`config.mk`:
```
export PLATFORM = sky130hd
export DESIGN_NAME = apb_reg_slave_flat
export DESIGN_NICKNAME = d
export VERILOG_FILES = /design/src/rtl/apb_reg_slave_if.sv /design/src/rtl/apb_reg_slave.sv /design/src/flat_wrapper.sv
export SDC_FILE = /design/constraint.sdc
export NUM_CORES = 1
export LEC_CHECK = 0
export ABC_CLOCK_PERIOD_IN_PS = 5800
export CORE_MARGIN = 2
export CORE_UTILIZATION = 64
export CTS_CLUSTER_DIAMETER = 120
export CTS_CLUSTER_SIZE = 20
export DETAILED_ROUTE_END_ITERATION = 12
export PLACE_DENSITY_LB_ADDON = 0.08
export SYNTH_ARGS = -nofsm -noshare
export SYNTH_HDL_FRONTEND = slang
export SYNTH_SLANG_ARGS = --single-unit
```
`constraint.sdc`:
```
create_clock -name HCLK -period 5.8 [get_ports HCLK]
set_input_delay 0.87 -clock HCLK [delete_from_list [all_inputs] [get_ports HCLK]]
set_output_delay 0.87 -clock HCLK [all_outputs]
set_load 0.01 [all_outputs]
```
`src/rtl/apb_reg_slave_if.sv`:
```
// APB bus bundle between a master and apb_reg_slave.
// The clock, the reset and the PCLKEN clock enable are plain module ports.
interface apb_reg_slave_if #(
  parameter int ADDRWIDTH = 16,
  parameter int DATAWIDTH = 32
);
  logic                 PSEL;
  logic                 PENABLE;
  logic                 PWRITE;
  logic [ADDRWIDTH-1:0] PADDR;
  logic [DATAWIDTH-1:0] PWDATA;
  logic [3:0]           PSTRB;
  logic [DATAWIDTH-1:0] PRDATA;
  logic                 PREADY;
  logic                 PSLVERR;

  modport master (
    output PSEL, PENABLE, PWRITE, PADDR, PWDATA, PSTRB,
    input  PRDATA, PREADY, PSLVERR
  );

  modport slave (
    input  PSEL, PENABLE, PWRITE, PADDR, PWDATA, PSTRB,
    output PRDATA, PREADY, PSLVERR
  );
endinterface

```
`src/rtl/apb_reg_slave.sv`:
```
// APB register slave.
// It provides NUM_REGS read/write registers with byte strobes, a constant ID
// register and a counter of completed transfers (XCNT).
// Each access is held for WAIT_CYCLES wait states, and state advances only on
// HCLK edges with PCLKEN=1.
module apb_reg_slave #(
  parameter int          ADDRWIDTH   = 16,
  parameter int          DATAWIDTH   = 32,
  parameter int          NUM_REGS    = 8,
  parameter int          WAIT_CYCLES = 2,
  parameter logic [31:0] ID_VALUE    = 32'hA5B0_0001
) (
  input  logic                  HCLK,
  input  logic                  HRESETn,
  input  logic                  PCLKEN,
  apb_reg_slave_if.slave        apb
);

  typedef enum logic [1:0] {
    IDLE   = 2'b00,
    ACCESS = 2'b01,
    CHECK  = 2'b10
  } state_e;

  // Decode limits are 7 bits wide so that NUM_REGS+1 fits even when NUM_REGS is 64.
  localparam logic [6:0] ID_IDX   = 7'(NUM_REGS);
  localparam logic [6:0] XCNT_IDX = 7'(NUM_REGS + 1);
  localparam logic [3:0] WAIT_LD  = 4'(WAIT_CYCLES);

  state_e        state_q, state_d;
  logic [3:0]    cnt_q,   cnt_d;
  logic [5:0]    idx_q,   idx_d;
  logic          wr_q,    wr_d;
  logic [31:0]   wdata_q, wdata_d;
  logic [3:0]    strb_q,  strb_d;
  logic [31:0]   xcnt_q,  xcnt_d;
  logic [31:0]   regs_q [NUM_REGS];
  logic [31:0]   regs_d [NUM_REGS];

  logic [6:0]    idx_ext_s;
  logic          is_reg_s;
  logic          is_id_s;
  logic          is_xcnt_s;
  logic          err_s;
  logic          pready_s;
  logic          setup_s;
  logic          complete_s;
  logic          commit_s;
  logic [31:0]   rd_val_s;
  logic          unused_paddr_s;

  // Only PADDR[7:2] selects a register; the other address bits alias.
  assign unused_paddr_s = ^apb.PADDR;

  // Decode the latched index and classify the access.
  always_comb begin
    idx_ext_s = {1'b0, idx_q};
    is_reg_s  = (idx_ext_s < ID_IDX);
    is_id_s   = (idx_ext_s == ID_IDX);
    is_xcnt_s = (idx_ext_s == XCNT_IDX);
    err_s     = (wr_q && (is_id_s || is_xcnt_s)) || !(is_reg_s || is_id_s || is_xcnt_s);
  end

  // Bus events. Every event requires an enabled APB cycle.
  always_comb begin
    pready_s   = (state_q == ACCESS) && (cnt_q == 4'd0);
    setup_s    = PCLKEN && (state_q == IDLE) && apb.PSEL && !apb.PENABLE;
    complete_s = PCLKEN && (state_q == ACCESS) && apb.PSEL && apb.PENABLE && pready_s;
    commit_s   = complete_s && wr_q && is_reg_s;
  end

  // Next-state logic. CHECK and any illegal encoding fall back to IDLE at once.
  always_comb begin
    state_d = state_q;
    case (state_q)
      IDLE: begin
        if (setup_s) begin
          state_d = ACCESS;
        end else begin
          state_d = IDLE;
        end
      end
      ACCESS: begin
        if (PCLKEN && !apb.PSEL) begin
          state_d = IDLE;
        end else if (complete_s) begin
          state_d = IDLE;
        end else begin
          state_d = ACCESS;
        end
      end
      default: begin
        state_d = IDLE;
      end
    endcase
  end

  // Latch the request at setup, then count wait states down on enabled cycles.
  always_comb begin
    cnt_d   = cnt_q;
    idx_d   = idx_q;
    wr_d    = wr_q;
    wdata_d = wdata_q;
    strb_d  = strb_q;
    if (setup_s) begin
      cnt_d   = WAIT_LD;
      idx_d   = apb.PADDR[7:2];
      wr_d    = apb.PWRITE;
      wdata_d = apb.PWDATA[31:0];
      strb_d  = apb.PSTRB;
    end else if (PCLKEN && (state_q == ACCESS) && (cnt_q != 4'd0)) begin
      cnt_d = cnt_q - 4'd1;
    end else begin
      cnt_d = cnt_q;
    end
  end

  // The transfer counter wraps naturally at 32 bits.
  // It also counts completions that return an error.
  always_comb begin
    if (complete_s) begin
      xcnt_d = xcnt_q + 32'd1;
    end else begin
      xcnt_d = xcnt_q;
    end
  end

  // On a write completion, update only the byte lanes enabled by the strobes.
  always_comb begin
    for (int i = 0; i < NUM_REGS; i++) begin
      regs_d[i] = regs_q[i];
      if (commit_s && (idx_ext_s == 7'(i))) begin
        for (int b = 0; b < 4; b++) begin
          if (strb_q[b]) begin
            regs_d[i][8*b +: 8] = wdata_q[8*b +: 8];
          end else begin
            regs_d[i][8*b +: 8] = regs_q[i][8*b +: 8];
          end
        end
      end else begin
        regs_d[i] = regs_q[i];
      end
    end
  end

  // Read mux. An unmapped index reads as zero.
  always_comb begin
    rd_val_s = 32'h0000_0000;
    if (is_id_s) begin
      rd_val_s = ID_VALUE;
    end else if (is_xcnt_s) begin
      rd_val_s = xcnt_q;
    end else begin
      for (int i = 0; i < NUM_REGS; i++) begin
        if (idx_ext_s == 7'(i)) begin
          rd_val_s = regs_q[i];
        end else begin
          rd_val_s = rd_val_s;
        end
      end
    end
  end

  // Responses are combinational and held at zero outside the ready cycle.
  always_comb begin
    apb.PREADY  = pready_s;
    apb.PSLVERR = pready_s && err_s;
    if (pready_s && !wr_q) begin
      apb.PRDATA = DATAWIDTH'(rd_val_s);
    end else begin
      apb.PRDATA = '0;
    end
  end

  // FSM state register.
  always_ff @(posedge HCLK or negedge HRESETn) begin
    if (!HRESETn) begin
      state_q <= IDLE;
    end else begin
      state_q <= state_d;
    end
  end

  // Latched request fields and the wait-state counter.
  always_ff @(posedge HCLK or negedge HRESETn) begin
    if (!HRESETn) begin
      cnt_q   <= 4'd0;
      idx_q   <= 6'd0;
      wr_q    <= 1'b0;
      wdata_q <= 32'h0000_0000;
      strb_q  <= 4'b0000;
    end else begin
      cnt_q   <= cnt_d;
      idx_q   <= idx_d;
      wr_q    <= wr_d;
      wdata_q <= wdata_d;
      strb_q  <= strb_d;
    end
  end

  // Register file and the transfer counter.
  always_ff @(posedge HCLK or negedge HRESETn) begin
    if (!HRESETn) begin
      xcnt_q <= 32'h0000_0000;
      for (int i = 0; i < NUM_REGS; i++) begin
        regs_q[i] <= 32'h0000_0000;
      end
    end else begin
      xcnt_q <= xcnt_d;
      for (int i = 0; i < NUM_REGS; i++) begin
        regs_q[i] <= regs_d[i];
      end
    end
  end

endmodule

```
`src/flat_wrapper.sv`:
```
// flat-port wrapper written by rule: the top's interface ports become plain ports
module apb_reg_slave_flat 
#(
  parameter int          ADDRWIDTH   = 16,
  parameter int          DATAWIDTH   = 32,
  parameter int          NUM_REGS    = 8,
  parameter int          WAIT_CYCLES = 2,
  parameter logic [31:0] ID_VALUE    = 32'hA5B0_0001
)
  (HCLK, HRESETn, PCLKEN, apb_PSEL, apb_PENABLE, apb_PWRITE, apb_PADDR, apb_PWDATA, apb_PSTRB, apb_PRDATA, apb_PREADY, apb_PSLVERR);
  apb_reg_slave_if #(.ADDRWIDTH(ADDRWIDTH), .DATAWIDTH(DATAWIDTH)) apb_i ();
  input  logic HCLK;
  input  logic HRESETn;
  input  logic PCLKEN;
  input wire logic [$bits(apb_i.PSEL)-1:0] apb_PSEL;
  input wire logic [$bits(apb_i.PENABLE)-1:0] apb_PENABLE;
  input wire logic [$bits(apb_i.PWRITE)-1:0] apb_PWRITE;
  input wire logic [$bits(apb_i.PADDR)-1:0] apb_PADDR;
  input wire logic [$bits(apb_i.PWDATA)-1:0] apb_PWDATA;
  input wire logic [$bits(apb_i.PSTRB)-1:0] apb_PSTRB;
  output wire logic [$bits(apb_i.PRDATA)-1:0] apb_PRDATA;
  output wire logic [$bits(apb_i.PREADY)-1:0] apb_PREADY;
  output wire logic [$bits(apb_i.PSLVERR)-1:0] apb_PSLVERR;
  assign apb_i.PSEL = apb_PSEL;
  assign apb_i.PENABLE = apb_PENABLE;
  assign apb_i.PWRITE = apb_PWRITE;
  assign apb_i.PADDR = apb_PADDR;
  assign apb_i.PWDATA = apb_PWDATA;
  assign apb_i.PSTRB = apb_PSTRB;
  assign apb_PRDATA = apb_i.PRDATA;
  assign apb_PREADY = apb_i.PREADY;
  assign apb_PSLVERR = apb_i.PSLVERR;
  apb_reg_slave #(.ADDRWIDTH(ADDRWIDTH), .DATAWIDTH(DATAWIDTH), .NUM_REGS(NUM_REGS), .WAIT_CYCLES(WAIT_CYCLES), .ID_VALUE(ID_VALUE)) u_core (.HCLK(HCLK), .HRESETn(HRESETn), .PCLKEN(PCLKEN), .apb(apb_i));
endmodule
```
# Yosys cells after proc, flatten, opt, wreduce, memory -nomap -nowiden
# Index checks and enable logic that the tools add are counted.
# W data, S select, Z words.
dict set report word_totals {
  ff_bits 337
  inputBits 58
  output_inout_bits 34
  elab_cells 137
}
dict set report op_classes {
  addsub 2
  order_cmp 1
  n_eq_ne 10
  mux 17
  n_reduce_logical 68
}
# cell count
set op_table {}
lappend op_table {{$mux W32} 11}
lappend op_table {{$reduce_and A2 Y1} 32}
lappend op_table {{$add A32 B1 Y32 const B} 1}
lappend op_table {{$eq A6 B3 Y1 const B} 4}
lappend op_table {{$logic_and A1 B1 Y1} 23}
lappend op_table {{$eq A6 B2 Y1 const B} 2}
lappend op_table {{$eq A6 B4 Y1 const B} 2}
lappend op_table {{$mux W4} 2}
lappend op_table {{$logic_not A7 Y1} 1}
lappend op_table {{$eq A6 B1 Y1 const B} 1}
lappend op_table {{$lt A6 B4 Y1 const B} 1}
lappend op_table {{$logic_not A1 Y1} 4}
lappend op_table {{$logic_not A4 Y1} 1}
lappend op_table {{$logic_or A1 B1 Y1} 4}
lappend op_table {{$pmux W2 S2} 1}
lappend op_table {{$reduce_bool A4 Y1} 1}
lappend op_table {{$sub A4 B1 Y4 const B} 1}
lappend op_table {{$eq A2 B1 Y1 const B} 1}
lappend op_table {{$logic_not A2 Y1} 1}
lappend op_table {{$mux W1} 2}
lappend op_table {{$mux W2} 1}
lappend op_table {{$reduce_bool A2 Y1} 1}

# Longest topological paths before layout
dict set report logic_depth {
  ltp_word 12
  mapped_depth 10
  mapped_depth_nobuf 8
}

# Worst setup path before layout
# OpenSTA, ideal clock, no wires.
dict set report synth_timing {
  path_kind {reg2out}
  startpoint {register u_core.idx_q[5]}
  endpoint {output port apb_PRDATA[24]}
  arrival_time_ps 2139
  required_ps 4930
  setup_slack_ps 2791
  path_stages_with_launch 8
  cell_sequence {dfrtp_1 buf_6 or4b_1 clkbuf_1 nor2_2 buf_4 a21oi_1 o41ai_1}
}
dict set report synth_between {
  elab_chain_len 12
  elab_cells_between_ends 21
  classes_between {eq/ne: 9; mux: 11; reduce/logical: 1}
}
# element line_no
set synth_rtl {}
lappend synth_rtl {{from (decl)} apb_reg_slave.sv:32} ;# logic [5:0] idx_q, idx_d;
lappend synth_rtl {{from (signal assigned)} apb_reg_slave.sv:194} ;# idx_q <= idx_d;
lappend synth_rtl {{$logic_not A7 Y1} apb_reg_slave.sv:155} ;# if (idx_ext_s == 7'(i)) begin
lappend synth_rtl {{$mux W32 (8 in series)} apb_reg_slave.sv:155}
lappend synth_rtl {{$mux W32} apb_reg_slave.sv:151} ;# end else if (is_xcnt_s) begin
lappend synth_rtl {{$mux W32 (*)} apb_reg_slave.sv:149} ;# if (is_id_s) begin
lappend synth_rtl {{$mux W32 (*)} apb_reg_slave.sv:168} ;# if (pready_s && !wr_q) begin
lappend synth_rtl {{to (decl)} flat_wrapper.sv:21} ;# output wire logic [$bits(apb_i.PRDATA)-1:0] apb_PRDATA;
# Every way passes the cells marked *; elsewhere a longest branch is shown, timed or not.

# Worst setup path after layout
dict set report layout_timing {
  startpoint {register u_core.cnt_q[0]}
  endpoint {output port apb_PRDATA[12]}
}
dict set report layout_between {
  elab_chain_len 4
}
# element line_no
set layout_rtl {}
lappend layout_rtl {{from (decl)} apb_reg_slave.sv:31} ;# logic [3:0] cnt_q, cnt_d;
lappend layout_rtl {{from (signal assigned)} apb_reg_slave.sv:193} ;# cnt_q <= cnt_d;
lappend layout_rtl {{$logic_not A4 Y1} apb_reg_slave.sv:66} ;# pready_s = (state_q == ACCESS) && (cnt_q == 4'd0);
lappend layout_rtl {{$logic_and A1 B1 Y1} apb_reg_slave.sv:66}
lappend layout_rtl {{$logic_and A1 B1 Y1} apb_reg_slave.sv:168}
lappend layout_rtl {{$mux W32} apb_reg_slave.sv:168}
# Every way passes these cells.

==> run metrics <==
Die Ht 160 microns; status completed; sum of routed wire segments on met1 16.9 mm; Worst Path Arrival 4.53 ns; Synth Area per Inst 12.7 sq um; Post-Synth XOR/XNOR Area 1.86%; TritonCTS buffer count 20; total track usage 31.1%; Port Buffers 81; Leak 8.08 nW; fillers 1724; Synth-to-Final Area Change 11.7%; multiplexer share of the synthesized area 25.2%; Starting Density 64.5%; global placement routability congestion 0.874; WL met2 18.4 mm; Power, Total 0.00489 W; Starting DRT DRC Count 1068; core area 24100 sq um; worst-path maximum fanout 10; routed len/inst 24.0 microns; slew of the pin with the lowest slew margin 1.09 ns; clock slew at reported path FFs 0.08 ns; GRT overflow 0; synth cell count leaders 336 x dfrtp_1, 279 x mux2_2, 74 x nand2_1, 71 x o21ai_0, 41 x nor2_1; share of total power in the clock network 29.5%; DRT Pass-1 Iters 5; PD cells 282 nW/um^2; H-tree levels 1; Yosys top cell by area dfrtp_1; fin worst setup slack 0.404 ns; CP startpoint kind register; f_max 185 MHz; sequential power share 55.1%; Synth Area in Adders 0.241%; RSZ-0062 raised after global routing no; Rows 57; Final Skew 0.0237 ns; simple-gate area share of the yosys netlist 7.09%; Mapped Area 15500 sq um; Synth top area share 54.1%; Final min period 5.40 ns; Hold Vio Cnt, Final 0; worst hold path class in -> async; dpl hpwl 25.0 mm; Sw Ratio 29.8%; total wire length 39.0 mm; I/O Pins 92; clock root cell clkbuf_16; required time of the worst setup path 4.93 ns; Final setup violation count 0; critical path type reg -> out; Longest Clk Path Bufs 3; Slowest Stage Delay on Critical Path 0.98 ns; DRC 0; multi-input logic area 6860 sq um; Final Max Tran Viols 0; crit-path cells inv_1, ha_1, nand4bb_1, inv_2, nand2_1, a21oi_1, o21ai_0, nor3_1, clkdlybuf4s50_1; share of total power in combinational logic 15.4%; largest net degree at the start of global routing 159; relative slew slack 27.5%; vias 10608; main flop type after synthesis dfrtp_1; CP Capture Type primary output; die span in x 160 microns; nets@finish 1361; Yosys reg bits 336; post-synthesis cell type count 58; largest family of logic cells by synthesized area multiplexers; met3 wire len 2.55 mm; count leader, synth dfrtp_1; Max Cap Violations 0; latest clock arrival within the worst-skew pair 0.53 ns; DRT antenna net count 0; number of synthesized flops with an enable pin 0; CP startpoint u_core.cnt_q[0]; fin crit share 93.0%; CTS tree done; Reg area 8410 sq um; Vias/cell 6.52; pre-CTS WS 1.20 ns; Resized cells post-CTS 0; Post-Syn Nets 1284; setup TNS 0 ns; Slowest-stage cell, CP a21oi_1; Peak VDD IR 0.222 mV; post-synthesis sequential area ratio 54.1%; R2R Path Start u_core.idx_q[2]; layout cell share with drive strength beyond 1 30.2%; Synthesis Warnings 0; P_sw 0.00146 W; complex-gate fraction of the synthesized area 9.57%; ranking of synthesized cells by area dfrtp_1 54%, mux2_2 20%, mux2_4 3.1%; ys async rst share 100%; die area 25600 sq um; n_diodes 0; Post-CTS Hold Fix Bufs 0; setup bufs post-CTS 0; antenna violations before repair 0; Syn Inst Count 1223; vias in the first global route 10906; DR top layer met4; Int Pwr 0.00343 W; first-pass GRT wire length 62.1 mm; clk sink count 336
-- routing by layer --
layer / GRT usage, % / up-vias
li1: - / 4629
met1: 45.2 / 5513
met2: 50.0 / 382
met3: 4.18 / 84
met4: 8.80 / 0
met5: 0 / -
-- kinds of logic (layout without fill, tap and decap cells) --
| logic type | after synthesis | after routing |
|---|---|---|
| AND/OR/NAND/NOR | 210 | 210 |
| AO/OA/AOI/OAI | 227 | 227 |
| adder cells (fa/ha/maj) | 3 | 3 |
| flip-flops | 336 | 336 |
| XOR/XNOR | 33 | 33 |
| multiplexers | 340 | 340 |
| buffers and inverters | 74 | 153 |
-- per-stage QoR --
| stage | util, % | area, sq um | instances | hold slack, ns |
|---|---|---|---|---|
| after floorplan | - | 15500 | 1223 | 0.440 |
| after global placement | 69.7 | 16800 | 1602 | 0.458 |
| after detailed placement | 69.7 | 16800 | 1602 | 0.478 |
| final | 72.0 | 17400 | 1626 | 0.305 |
| after CTS | 72.0 | 17400 | 1626 | 0.352 |
| after global routing | 72.0 | 17400 | 1626 | 0.374 |
-- final cells by class --
type	instances	area share, %
clock buffer	23	3.07
clock inverter	1	0.173
tap	324	2.33
timing repair buffer	112	6.11
sequential	336	48.4
multi-input combinational	813	39.5
inverter	17	0.368
-- power groups by stage --
stage          Clock [W]  Combinational [W]  Sequential [W]
6_report         0.00144           0.000755         0.00269
3_3_place_gp           0           0.000728         0.00273
3_5_place_dp           0           0.000740         0.00273
2_1_floorplan          0           0.000485         0.00262
5_1_grt          0.00154           0.000814         0.00272
4_1_cts          0.00147           0.000746         0.00269
-- placed cells by master (no fill, tap or decap), types with 15 or more instances in the layout --
master and count:
a21oi_1 31, a22oi_1 15, buf_4 30, clkbuf_16 21
clkdlybuf4s50_1 80, dfrtp_1 334, inv_1 16, mux2_2 279
mux2_4 32, mux2i_1 27, nand2_1 74, nand3_1 25
nor2_1 40, o21ai_0 71, o22ai_1 29, xnor2_1 26
-- path summary, 6_finish.rpt --
| kind | endpoint | slack [ns] | cells past startpoint |
|---|---|---|---|
| max | apb_PRDATA[12] | 0.40 | 9 |
| min | u_core.regs_q[193] | 0.31 | 1 |
| max reg2reg | u_core.regs_q[92] | 2.30 | 6 |
| min reg2reg | u_core.xcnt_q[31] | 0.49 | 1 |
| max in group asynchronous | u_core.idx_q[1] | 4.16 | 2 |
| min in group HCLK | u_core.xcnt_q[31] | 0.49 | 1 |
-- state kept, by name, summed over array words and instances (netlist names) --
name / flops
u_core.xcnt_q: 32
u_core.wdata_q: 32
u_core.wr_q: 1
u_core.regs_q: 256
u_core.idx_q: 6
u_core.strb_q: 4
u_core.state_q: 1
u_core.cnt_q: 4
-- worst max-delay path, delay by kind of cell, from the launching register on --
kind	cells	cell delay [ns]
compound gates	2	1.25
buf+inv	3	0.97
simple gates	3	1.17
flops	1	0.41
fa+ha+maj	1	0.19
Power figures use the tool's default switching activity.
